===== src/rtl/latch_bank_wr_sched.sv =====
// Round-robin write scheduler for a bank of level-sensitive latches.
// Each write runs SETUP -> OPEN (OPEN_CYC cycles) -> HOLD, so lat_d is stable whenever lat_en is high.
module latch_bank_wr_sched #(
  parameter int NREQ     = 4,
  parameter int DW       = 8,
  parameter int NENT     = 8,
  parameter int AW       = 3,
  parameter int OPEN_CYC = 1
) (
  input  logic                    clk,
  input  logic                    rstn,
  input  logic [NREQ-1:0]         req_valid,
  input  logic [NREQ*AW-1:0]      req_addr,
  input  logic [NREQ*DW-1:0]      req_data,
  output logic [NREQ-1:0]         req_ready,
  output logic [DW-1:0]           lat_d,
  output logic [NENT-1:0]         lat_en,
  output logic                    busy,
  output logic                    wr_done,
  output logic [$clog2(NREQ)-1:0] wr_done_id
);

  localparam int IDW = $clog2(NREQ);
  localparam int CW  = (OPEN_CYC > 1) ? $clog2(OPEN_CYC) : 1;
  localparam logic [CW-1:0]  CNT_LAST = CW'(OPEN_CYC - 1);
  localparam logic [IDW-1:0] ID_LAST  = IDW'(NREQ - 1);

  typedef enum logic [1:0] {
    S_IDLE,
    S_SETUP,
    S_OPEN,
    S_HOLD
  } state_t;

  state_t         state_q, state_d;
  logic [IDW-1:0] rr_q, rr_d;
  logic [CW-1:0]  cnt_q, cnt_d;
  logic [AW-1:0]  addr_q, addr_d;
  logic [IDW-1:0] id_q, id_d;
  logic [DW-1:0]  lat_d_q, lat_d_d;

  logic           gnt_found;
  logic [IDW-1:0] gnt_idx;

  // First requesting index at or above rr_q, wrapping around.
  always_comb begin
    gnt_found = 1'b0;
    gnt_idx   = '0;
    for (int k = 0; k < NREQ; k++) begin
      if (!gnt_found && req_valid[(int'(rr_q) + k) % NREQ]) begin
        gnt_found = 1'b1;
        gnt_idx   = IDW'((int'(rr_q) + k) % NREQ);
      end
    end
  end

  // NOTE: every signal driven here gets a default first, so no path leaves one unassigned and infers a latch.
  always_comb begin
    state_d   = state_q;
    rr_d      = rr_q;
    cnt_d     = cnt_q;
    addr_d    = addr_q;
    id_d      = id_q;
    lat_d_d   = lat_d_q;
    req_ready = '0;
    case (state_q)
      S_IDLE: begin
        if (gnt_found) begin
          // A request seen while reset is asserted is never accepted, so do not advertise it.
          req_ready[gnt_idx] = rstn;
          state_d = S_SETUP;
          addr_d  = req_addr[gnt_idx*AW +: AW];
          lat_d_d = req_data[gnt_idx*DW +: DW];
          id_d    = gnt_idx;
          rr_d    = (gnt_idx == ID_LAST) ? '0 : gnt_idx + IDW'(1);
          cnt_d   = '0;
        end
      end
      S_SETUP: state_d = S_OPEN;
      S_OPEN: begin
        if (cnt_q == CNT_LAST) begin
          state_d = S_HOLD;
        end else begin
          cnt_d = cnt_q + CW'(1);
        end
      end
      S_HOLD: begin
        state_d = S_IDLE;
        cnt_d   = '0;
      end
      default: state_d = S_IDLE;
    endcase
  end

  // NOTE: the captured address/data/id are reset too; lat_d drives the latch bank and must read 0 after reset.
  always_ff @(posedge clk) begin
    if (!rstn) begin
      state_q <= S_IDLE;
      rr_q    <= '0;
      cnt_q   <= '0;
      addr_q  <= '0;
      id_q    <= '0;
      lat_d_q <= '0;
    end else begin
      // NOTE: non-blocking assignments so every register samples the pre-edge values of the others.
      state_q <= state_d;
      rr_q    <= rr_d;
      cnt_q   <= cnt_d;
      addr_q  <= addr_d;
      id_q    <= id_d;
      lat_d_q <= lat_d_d;
    end
  end

  // Out-of-range addresses run the full sequence with no enable.
  always_comb begin
    lat_en = '0;
    if (state_q == S_OPEN && int'(addr_q) < NENT) begin
      lat_en = NENT'(1) << addr_q;
    end
  end

  assign lat_d      = lat_d_q;
  assign busy       = (state_q != S_IDLE);
  assign wr_done    = (state_q == S_HOLD);
  assign wr_done_id = wr_done ? id_q : '0;

endmodule

===== config.mk =====
export PLATFORM = sky130hd
export DESIGN_NAME = latch_bank_wr_sched
export DESIGN_NICKNAME = d
export VERILOG_FILES = /design/src/rtl/latch_bank_wr_sched.sv
export SDC_FILE = /design/constraint.sdc
export NUM_CORES = 1
export LEC_CHECK = 0
export CAP_MARGIN = 30
export CELL_PAD_IN_SITES_DETAIL_PLACEMENT = 1
export CELL_PAD_IN_SITES_GLOBAL_PLACEMENT = 2
export CORE_MARGIN = 5
export CORE_UTILIZATION = 18
export CTS_CLUSTER_DIAMETER = 30
export DETAILED_ROUTE_END_ITERATION = 8
export HOLD_SLACK_MARGIN = 0.15
export PLACE_DENSITY_LB_ADDON = 0.1
export REMOVE_ABC_BUFFERS = 1
export SKIP_LAST_GASP = 1
export SLEW_MARGIN = 0
export SYNTH_ARGS = -nofsm -noshare
export SYNTH_HDL_FRONTEND = slang
export SYNTH_SLANG_ARGS = --single-unit

===== constraint.sdc =====
create_clock -name clk -period 2.3 [get_ports clk]
set_clock_uncertainty 0.15 [all_clocks]
set_input_delay 0.345 -clock clk [delete_from_list [all_inputs] [get_ports clk]]
set_output_delay 0.345 -clock clk [all_outputs]
set_load 0.05 [all_outputs]

==> results.ini, run 1 <==
[final_layout]
regArea_um2=341.6
nets=287
syn_to_final_growth_pct=97.40
final_common_cell=clkdlybuf4s50_1
num-fill-cells=706
multi_input_area_um2=716.9
final_cell_mix=55 x clkdlybuf4s50_1, 38 x buf_4, 16 x dfxtp_1
antenna_cells=0
drive_gt1_share_pct=24.14

[outcome]
outcome=finished clean

[setup_path]
path_class=in -> out
critPathLaunchType=primary input
cp.required_ns=1.80
r2r-end=addr_q[0]$_SDFFE_PN0P_
crit_chain=clkdlybuf4s50_1 -> buf_4 -> o22ai_2 -> nor2_2 -> ha_1 -> and2_1 -> buf_12
worstPathMaxFanout=5
max_stage_delay_ns=0.46
reg2regPathDepth=8
timing.rr.start=rr_q[0]$_SDFFE_PN0P_
reg2reg_slack_ns=0.17
endpoint_kind=output port
crit_arrival_ns=1.75
cpMaxStageDelayCell=clkdlybuf4s50_1

[timing]
setup_slack_ns=0.05663
finalSetupViolations=0
period_minus_slack_ns=2.243
drv_slew=0
fin_hold_ws_ns=0.3244
max_freq_mhz=445.8
min_period_over_period_pct=97.54
max_slew_margin_pct=63.77
rsz0062_at_grt=yes
hold_violations=0
tightest_slew_ns=0.5417

[detailed_routing]
drc_errors=0
first_pass_iters=5
num_vias=1394
ant_nets=0
drt-initial-drc-count=109
viasPerCell=4.541
routed_wl_mm=4.774
wl_per_cell_um=15.55

[yosys]
ys.flop_type=dfxtp_1
synthesis.area_mm2=0.001107
yosys_warnings=0
synth-edff-count=0
avgSynthCellArea_um2=8.326
netlist_instances=133
ys_seq_area_share_pct=30.73
synth.distinct_cells=32
synthArstFlopShare_pct=0
ys_ff_latch=17

[floorplan]
die_w_um=88.43
design.core.area_mm2=0.005956
die_height_um=88.43
row_count=28
ios=74
start_util_pct=18.59
die_area_mm2=0.007820

[placement]
place_ws_ns=-0.2301
gp_congestion=0.7662
port_buffers=73
hpwl_mm=3.862

[global_routing]
grt_usage_pct=12.26
grt_pass1_wl_mm=7.355
antenna_found_initial=0
grt-ovfl-total=0
grt_start_max_net_pins=12
grt_pass1_vias=1466

[clock_network]
clk_latency_ns=0.25
cts_tree=done
cts_buffer_depth=2
ctsHoldBuffers=0
cts-root-buf=clkbuf_8
htreeDepth=1
cts.sinks=17
cts_made_buffers=3
clk_pin_slew_worst_paths_ns=0.07

[min_path]
hp-start=id_q[1]$_SDFFE_PN0P_
hold_depth=2
holdPathEnd=id_q[1]$_SDFFE_PN0P_
min_path_type=reg -> reg

[pwr]
power_density_mw_per_mm2=897.5
leakage_nw=0.9102
vdd_drop_max_mv=0.4595

[run]
drv_cap=0

-- through the flow --
step	TNS (ns)	total power [W]	std cells	area, um^2	utilization (%)
after global routing	-0.02185	0.002110	307	2186	36.70
after floorplan	-7.635	0.001159	126	1059	-
after global placement	-1.218	0.001664	296	2061	34.60
after detailed placement	-2.060	0.001696	296	2061	34.60
after CTS	0	0.001967	304	2135	35.84
final	0	0.001962	307	2186	36.70
-- where the power goes --
group          switching [W]  internal (W)
combinational       0.000686      0.000538
sequential         0.0000976      0.000403
clock               0.000116      0.000120
total               0.000900       0.00106
-- final cells by class --
type	instances	area share [%]
clock inverters	1	0.2290
repair buffers	102	44.30
multi-input cells	104	32.80
inverters	5	0.8586
well taps	75	4.293
flip-flops and latches	17	15.63
clock buffers	3	1.889
-- worst max-delay path: cells and delay by family --
| kind | cells | cell delay (ns) |
|---|---|---|
| AO/OA/AOI/OAI | 1 | 0.20 |
| adder cells (fa/ha/maj) | 1 | 0.19 |
| buffers and inverters | 3 | 0.80 |
| AND/OR/NAND/NOR | 2 | 0.22 |
-- flip-flops by register name (all words and copies together), names as in the netlist --
| register | flops |
|---|---|
| id_q | 2 |
| lat_d | 8 |
| state_q | 2 |
| addr_q | 3 |
| rr_q | 2 |
-- synthesized netlist by cell type (2+ instances only) --
| master | number | area (um^2) |
|---|---|---|
| nor3_1 | 4 | 20.02 |
| o21ai_0 | 6 | 30.03 |
| inv_1 | 5 | 18.77 |
| nor2_1 | 13 | 48.80 |
| mux2i_1 | 12 | 120.1 |
| o21ai_1 | 9 | 45.04 |
| a222oi_1 | 10 | 100.1 |
| nand2b_1 | 5 | 31.28 |
| a21oi_1 | 4 | 20.02 |
| a21boi_0 | 4 | 30.03 |
| and2_1 | 4 | 25.02 |
| buf_6 | 2 | 22.52 |
| dfxtp_1 | 17 | 340.3 |
| nand2_1 | 15 | 56.30 |
| ha_1 | 4 | 50.05 |
| buf_2 | 3 | 15.01 |
-- worst max-delay path by stage --
| stage | cells after the start | slack (ns) | end | from |
|---|---|---|---|---|
| floorplan | 6 | -0.68 | addr_q[0]$_SDFFE_PN0P_ | state_q[0]$_SDFFE_PN0P_ |
| global placement | 7 | -0.13 | req_ready[3] | req_valid[0] |
| detailed placement | 8 | -0.23 | addr_q[0]$_SDFFE_PN0P_ | req_valid[0] |
| CTS | 7 | 0.002 | req_ready[3] | req_valid[1] |
| global route | 7 | -0.02 | req_ready[2] | state_q[0]$_SDFFE_PN0P_ |
| finish | 7 | 0.06 | req_ready[3] | req_valid[3] |
-- logic make-up after synthesis --
group	synth area share, %
buffers and inverters	6.101
AOI/OAI and AO/OA	26.89
DFF	30.73
and+or+nand+nor	20.90
adders and majority gates	4.520
muxes	10.85
-- layer usage --
layer	GRT usage [%]	wire length (um)	vias up
met5	0	0	-
met4	3.297	29	0
met3	3.818	374	2
met2	21.82	2489	43
met1	14.17	1880	659
li1	-	-	690
-- what timing repair did --
item,CTS,global route
resized for setup,2,9
pin swaps,1,1
endpoints found under the setup margin,3,8
setup buffers,4,3
(Power assumes the default switching activity.)
==> inputs of run 2 (changes only) <==
- CORE_MARGIN: 5 -> default
==> run 2 against run 1 <==
Against the previous run: critical path depth unchanged; via count up 0.57%; total power is 0.42% lower; non-clock buffer count unchanged; register-to-register slack improved by 0.19 ns; largest power group unchanged; highest routed layer unchanged.
==> results.ini, run 2 (synthesis gave the netlist of run 1 again) <==
[clock_network]
cts_buffer_depth=2
htreeDepth=1
clk_pin_slew_worst_paths_ns=0.07
cts-root-buf=clkbuf_8
cts_made_buffers=3
cts.sinks=17
clk_latency_ns=0.25
ctsHoldBuffers=0
cts_tree=done

[global_routing]
met2_usage_pct=24.66
grt_start_max_net_pins=12
grt.busiest_layer=met2
grt_usage_pct=13.65
grt_pass1_vias=1439
grt-ovfl-total=0
grtUsageMet3_pct=3.636
grt_pass1_wl_mm=6.789
grt.met1_usage_pct=15.85
antenna_found_initial=0

[floorplan]
design.core.area_mm2=0.005921
die_area_mm2=0.006469
die_w_um=80.43
start_util_pct=18.70
row_count=28
die_height_um=80.43
ios=74

[detailed_routing]
wl_per_cell_um=13.97
num_vias=1402
routed_wl_mm=4.288
drt-initial-drc-count=72
ant_nets=0
drc_errors=0
first_pass_iters=5
viasPerCell=4.567

[final_layout]
drive_gt1_share_pct=23.71
fin_area_mm2=0.002178
largest_reg_flops=8
antenna_cells=0
final_common_cell=clkdlybuf4s50_1
final_cell_mix=54 x clkdlybuf4s50_1, 39 x buf_4, 16 x dfxtp_1
num-fill-cells=705
nets=287
syn_to_final_growth_pct=96.72

[setup_path]
max_stage_delay_ns=0.32
timing.rr.start=state_q[1]$_SDFFE_PN0P_
critPathBufInv=2
r2r-end=lat_d[4]$_SDFFE_PN0P_
crit_arrival_ns=1.71
path_class=in -> out
cp.required_ns=1.80
endpoint_kind=output port
reg2reg_slack_ns=0.36
cp_top_family=compound AO/OA/AOI/OAI gates
reg2regPathDepth=9
critPathLaunchType=primary input
cpMaxStageDelayCell=dlygate4sd2_1
worstPathMaxFanout=8
crit_chain=dlygate4sd2_1 -> a21o_1 -> a21boi_1 -> o22a_1 -> ha_1 -> and2_4 -> buf_12

[timing]
hold_violations=0
min_period_over_period_pct=95.66
rsz0062_at_grt=no
max_slew_margin_pct=64.86
drv_slew=0
tightest_slew_ns=0.5255
finalSetupTns_ns=0
period_minus_slack_ns=2.200
finalSetupViolations=0
max_freq_mhz=454.5

[min_path]
holdPathEnd=id_q[0]$_SDFFE_PN0P_
hold_depth=2
min_path_type=reg -> reg
hp-start=id_q[0]$_SDFFE_PN0P_

[pwr]
leakage_nw=0.9082
power_density_mw_per_mm2=896.8
finalPower_w=0.001954
vdd_drop_max_mv=0.3483

[placement]
gp_congestion=0.7814
hpwl_mm=3.422
placed_area_mm2=0.002068
port_buffers=73

[run]
drv_cap=0

[outcome]
outcome=finished clean

[run 2: cell types whose count changed in the layout (fill, tap and decap cells not counted), sizes merged]
cell / previous run / this run
clkdlybuf4s50: 55 / 54
clkinv: 1 / 0
dlygate4sd2: 2 / 3
clkbuf: 3 / 4
[run 2: how the worst max path moves through the flow]
stage,from,to,depth (start not counted)
floorplan,state_q[0]$_SDFFE_PN0P_,addr_q[0]$_SDFFE_PN0P_,6
global placement,req_valid[0],lat_d[5]$_SDFFE_PN0P_,8
detailed placement,req_valid[0],lat_d[5]$_SDFFE_PN0P_,8
CTS,req_valid[3],req_ready[3],7
global route,req_valid[0],req_ready[3],7
finish,req_valid[0],req_ready[3],7
[run 2: timing repair]
action | CTS | global route
gates cloned | 0 | 0
setup buffers | 6 | 0
pin swaps | 4 | 0
setup endpoints to repair | 4 | 3
resized for setup | 8 | 3
[run 2: metal layers]
layer,part of all wire (%),vias to the layer above
met5,0,-
met4,0.44,0
met3,5.2,2
met2,51,41
met1,44,671
li1,-,688
[run 2: worst min-delay path: stages, from the launching register on]
cell	delay [ns]
dfxtp_1	0.31
nand2_1	0.05
a21boi_0	0.06
[run 2: cell type report]
cell class,instances,area [um^2],share of cell area (%)
Clock buffer,4,45.04,2.068
Inverter,5,18.77,0.8616
Multi-Input combinational cell,104,715.7,32.85
Sequential cell,17,341.6,15.68
Tap cell,75,93.84,4.308
Timing Repair Buffer,102,963.4,44.23
[run 2: report_power, final]
| group | internal [W] | switching, W |
|---|---|---|
| registers | 0.000403 | 0.0000968 |
| logic | 0.000538 | 0.000683 |
| clock network | 0.000123 | 0.000109 |
[run 2: metrics by stage]
step                      utilization (%)  hold slack, ns  instances  worst slack (ns)
after floorplan                         -          0.2888        126           -0.6834
after global placement              34.93          0.3007        297           -0.1333
after detailed placement            34.93          0.3098        297           -0.1846
after CTS                           36.69          0.3194        307          0.004825
after global routing                36.79          0.3538        307           0.03510
final                               36.79          0.3143        307           0.09989
==> inputs of run 3 (changes only) <==
- CORE_UTILIZATION: 18 -> 20
- clock period: 2.3 -> 2.7 ns (I/O delays scaled with it)
==> run 3 against run 2 <==
Against the previous run: sequential power fell by 15%; sequential share of layout area is 0.97 points higher; global-route usage increased by 1.1 points; sequential cell count unchanged; die area shrank 9.7%; total power is 20% lower; setup slack improved by 0.035 ns; cell count fell by 8.1%; clock power fell by 16%; worst hold slack better by 0.012 ns; critical path depth is the same; critical endpoint unchanged.
==> results.ini, run 3 (synthesis gave the netlist of run 1 again) <==
[floorplan]
design.core.area_mm2=0.005205
die_height_um=76.41
ios=74
die_w_um=76.41
start_util_pct=21.27
die_area_mm2=0.005838
row_count=26

[final_layout]
fin_cells=282
antenna_cells=0
largest_reg_flops=8
nets=267
final_common_cell=clkdlybuf4s50_1
final_cell_mix=68 x clkdlybuf4s50_1, 17 x dfxtp_1, 15 x nand2_1
num-fill-cells=611
syn_to_final_growth_pct=84.63
drive_gt1_share_pct=8.491
final_util_pct=39.28

[setup_path]
worstPathMaxFanout=7
timing.rr.start=rr_q[1]$_SDFFE_PN0P_
cpMaxStageDelayCell=clkdlybuf4s50_1
cp.required_ns=2.14
max_stage_delay_ns=0.55
critPathBufInv=2
crit_arrival_ns=2.01
crit_path_start=req_valid[1]
path_class=in -> out
crit_chain=clkdlybuf4s50_1 -> a21o_1 -> a21boi_1 -> o22a_1 -> ha_1 -> and2_1 -> buf_12
cp_top_family=buffers and inverters
endpoint_kind=output port
critPathLaunchType=primary input

[placement]
gp_congestion=0.7456
place_ws_ns=0.03466
place_inst=278
hpwl_mm=3.444
port_buffers=73

[clock_network]
cts_made_buffers=3
cts_tree=done
clk_pin_slew_worst_paths_ns=0.07
ctsHoldBuffers=0
cts-root-buf=clkbuf_8
cts.sinks=17
clk_latency_ns=0.25
htreeDepth=1
cts_buffer_depth=2

[min_path]
hp-start=id_q[1]$_SDFFE_PN0P_
min_path_type=reg -> reg

[timing]
finalSetupTns_ns=0
finalSetupViolations=0
max_slew_margin_pct=65.68
period_minus_slack_ns=2.565
hold_violations=0
max_freq_mhz=389.9
rsz0062_at_grt=no
setup_slack_ns=0.1353
drv_slew=0
min_period_over_period_pct=94.99
tightest_slew_ns=0.5132
fin_hold_ws_ns=0.3266

[global_routing]
antenna_found_initial=0
grtUsageMet3_pct=2.994
grt-ovfl-total=0
grt_pass1_vias=1397
grt.met1_usage_pct=16.20
grt.busiest_layer=met2
grt_pass1_wl_mm=6.879
met2_usage_pct=27.48
grt_usage_pct=14.71
grt_start_max_net_pins=12

[pwr]
vdd_drop_max_mv=0.2802
p_sw_w=0.0007333
power_density_mw_per_mm2=767.4
switching_share_pct=46.74
pwr-share-seq_pct=27.2
pwr-share-comb_pct=60.4
leakage_nw=0.7845
intPower_w=0.0008357
clkPwrFrac_pct=12.4

[run]
drv_cap=0

[detailed_routing]
drc_errors=0
num_vias=1322
viasPerCell=4.688
ant_nets=0
first_pass_iters=5
wl_per_cell_um=15.21
routed_wl_mm=4.288
drt-initial-drc-count=53

[outcome]
outcome=finished clean

run 3: routing by layer:
layer	wire [um]	up-vias
met5	0	-
met4	23	0
met3	174	2
met2	2281	32
met1	1809	638
li1	-	650
run 3: worst register-to-register path, cell delays in order, from the launching register on:
cell and delay [ns]:
dfxtp_1 0.53, o21ai_0 0.19, a211oi_2 0.28, nor3_1 0.07, buf_4 0.20, a222oi_1 0.37
o21ai_1 0.11
run 3: cell type report:
cell class                      count  area (um^2)  area share (%)
Sequential cell                    17        340.3           16.65
Timing Repair Buffer               82        853.3           41.74
Inverter                            5        18.77          0.9180
Multi-Input combinational cell    104        699.4           34.21
Clock buffer                        4        45.04           2.203
Tap cell                           70        87.58           4.284
run 3: what timing repair did:
| action | 4_1_cts | 5_1_grt |
|---|---|---|
| setup buffers | 0 | 0 |
| endpoints found under the setup margin | 0 | 1 |
| gates resized for setup | 0 | 1 |
| hold endpoints to repair | 0 | 0 |
run 3: metrics by stage:
step / power (W) / cell area (um^2)
floorplan: 0.0009874 / 1059
global placement: 0.001361 / 1997
detailed placement: 0.001385 / 1997
CTS: 0.001585 / 2042
global route: 0.001678 / 2044
finish: 0.001569 / 2044
run 3: worst paths after layout:
| path | endpoint | slack (ns) | cells past startpoint |
|---|---|---|---|
| setup reg to reg | lat_d[1]$_SDFFE_PN0P_ | 0.69 | 6 |
| setup / recovery | req_ready[3] | 0.14 | 7 |
| hold / removal | id_q[1]$_SDFFE_PN0P_ | 0.33 | 2 |
| hold reg to reg | id_q[1]$_SDFFE_PN0P_ | 0.33 | 2 |
run 3: power groups by stage:
stage               combinational [W]  clock, W  sequential [W]
finish                       0.000948  0.000195        0.000427
CTS                          0.000957  0.000202        0.000426
detailed placement           0.000956         0        0.000429
global placement             0.000937         0        0.000423
global route                  0.00102  0.000217        0.000443
floorplan                    0.000427         0        0.000561
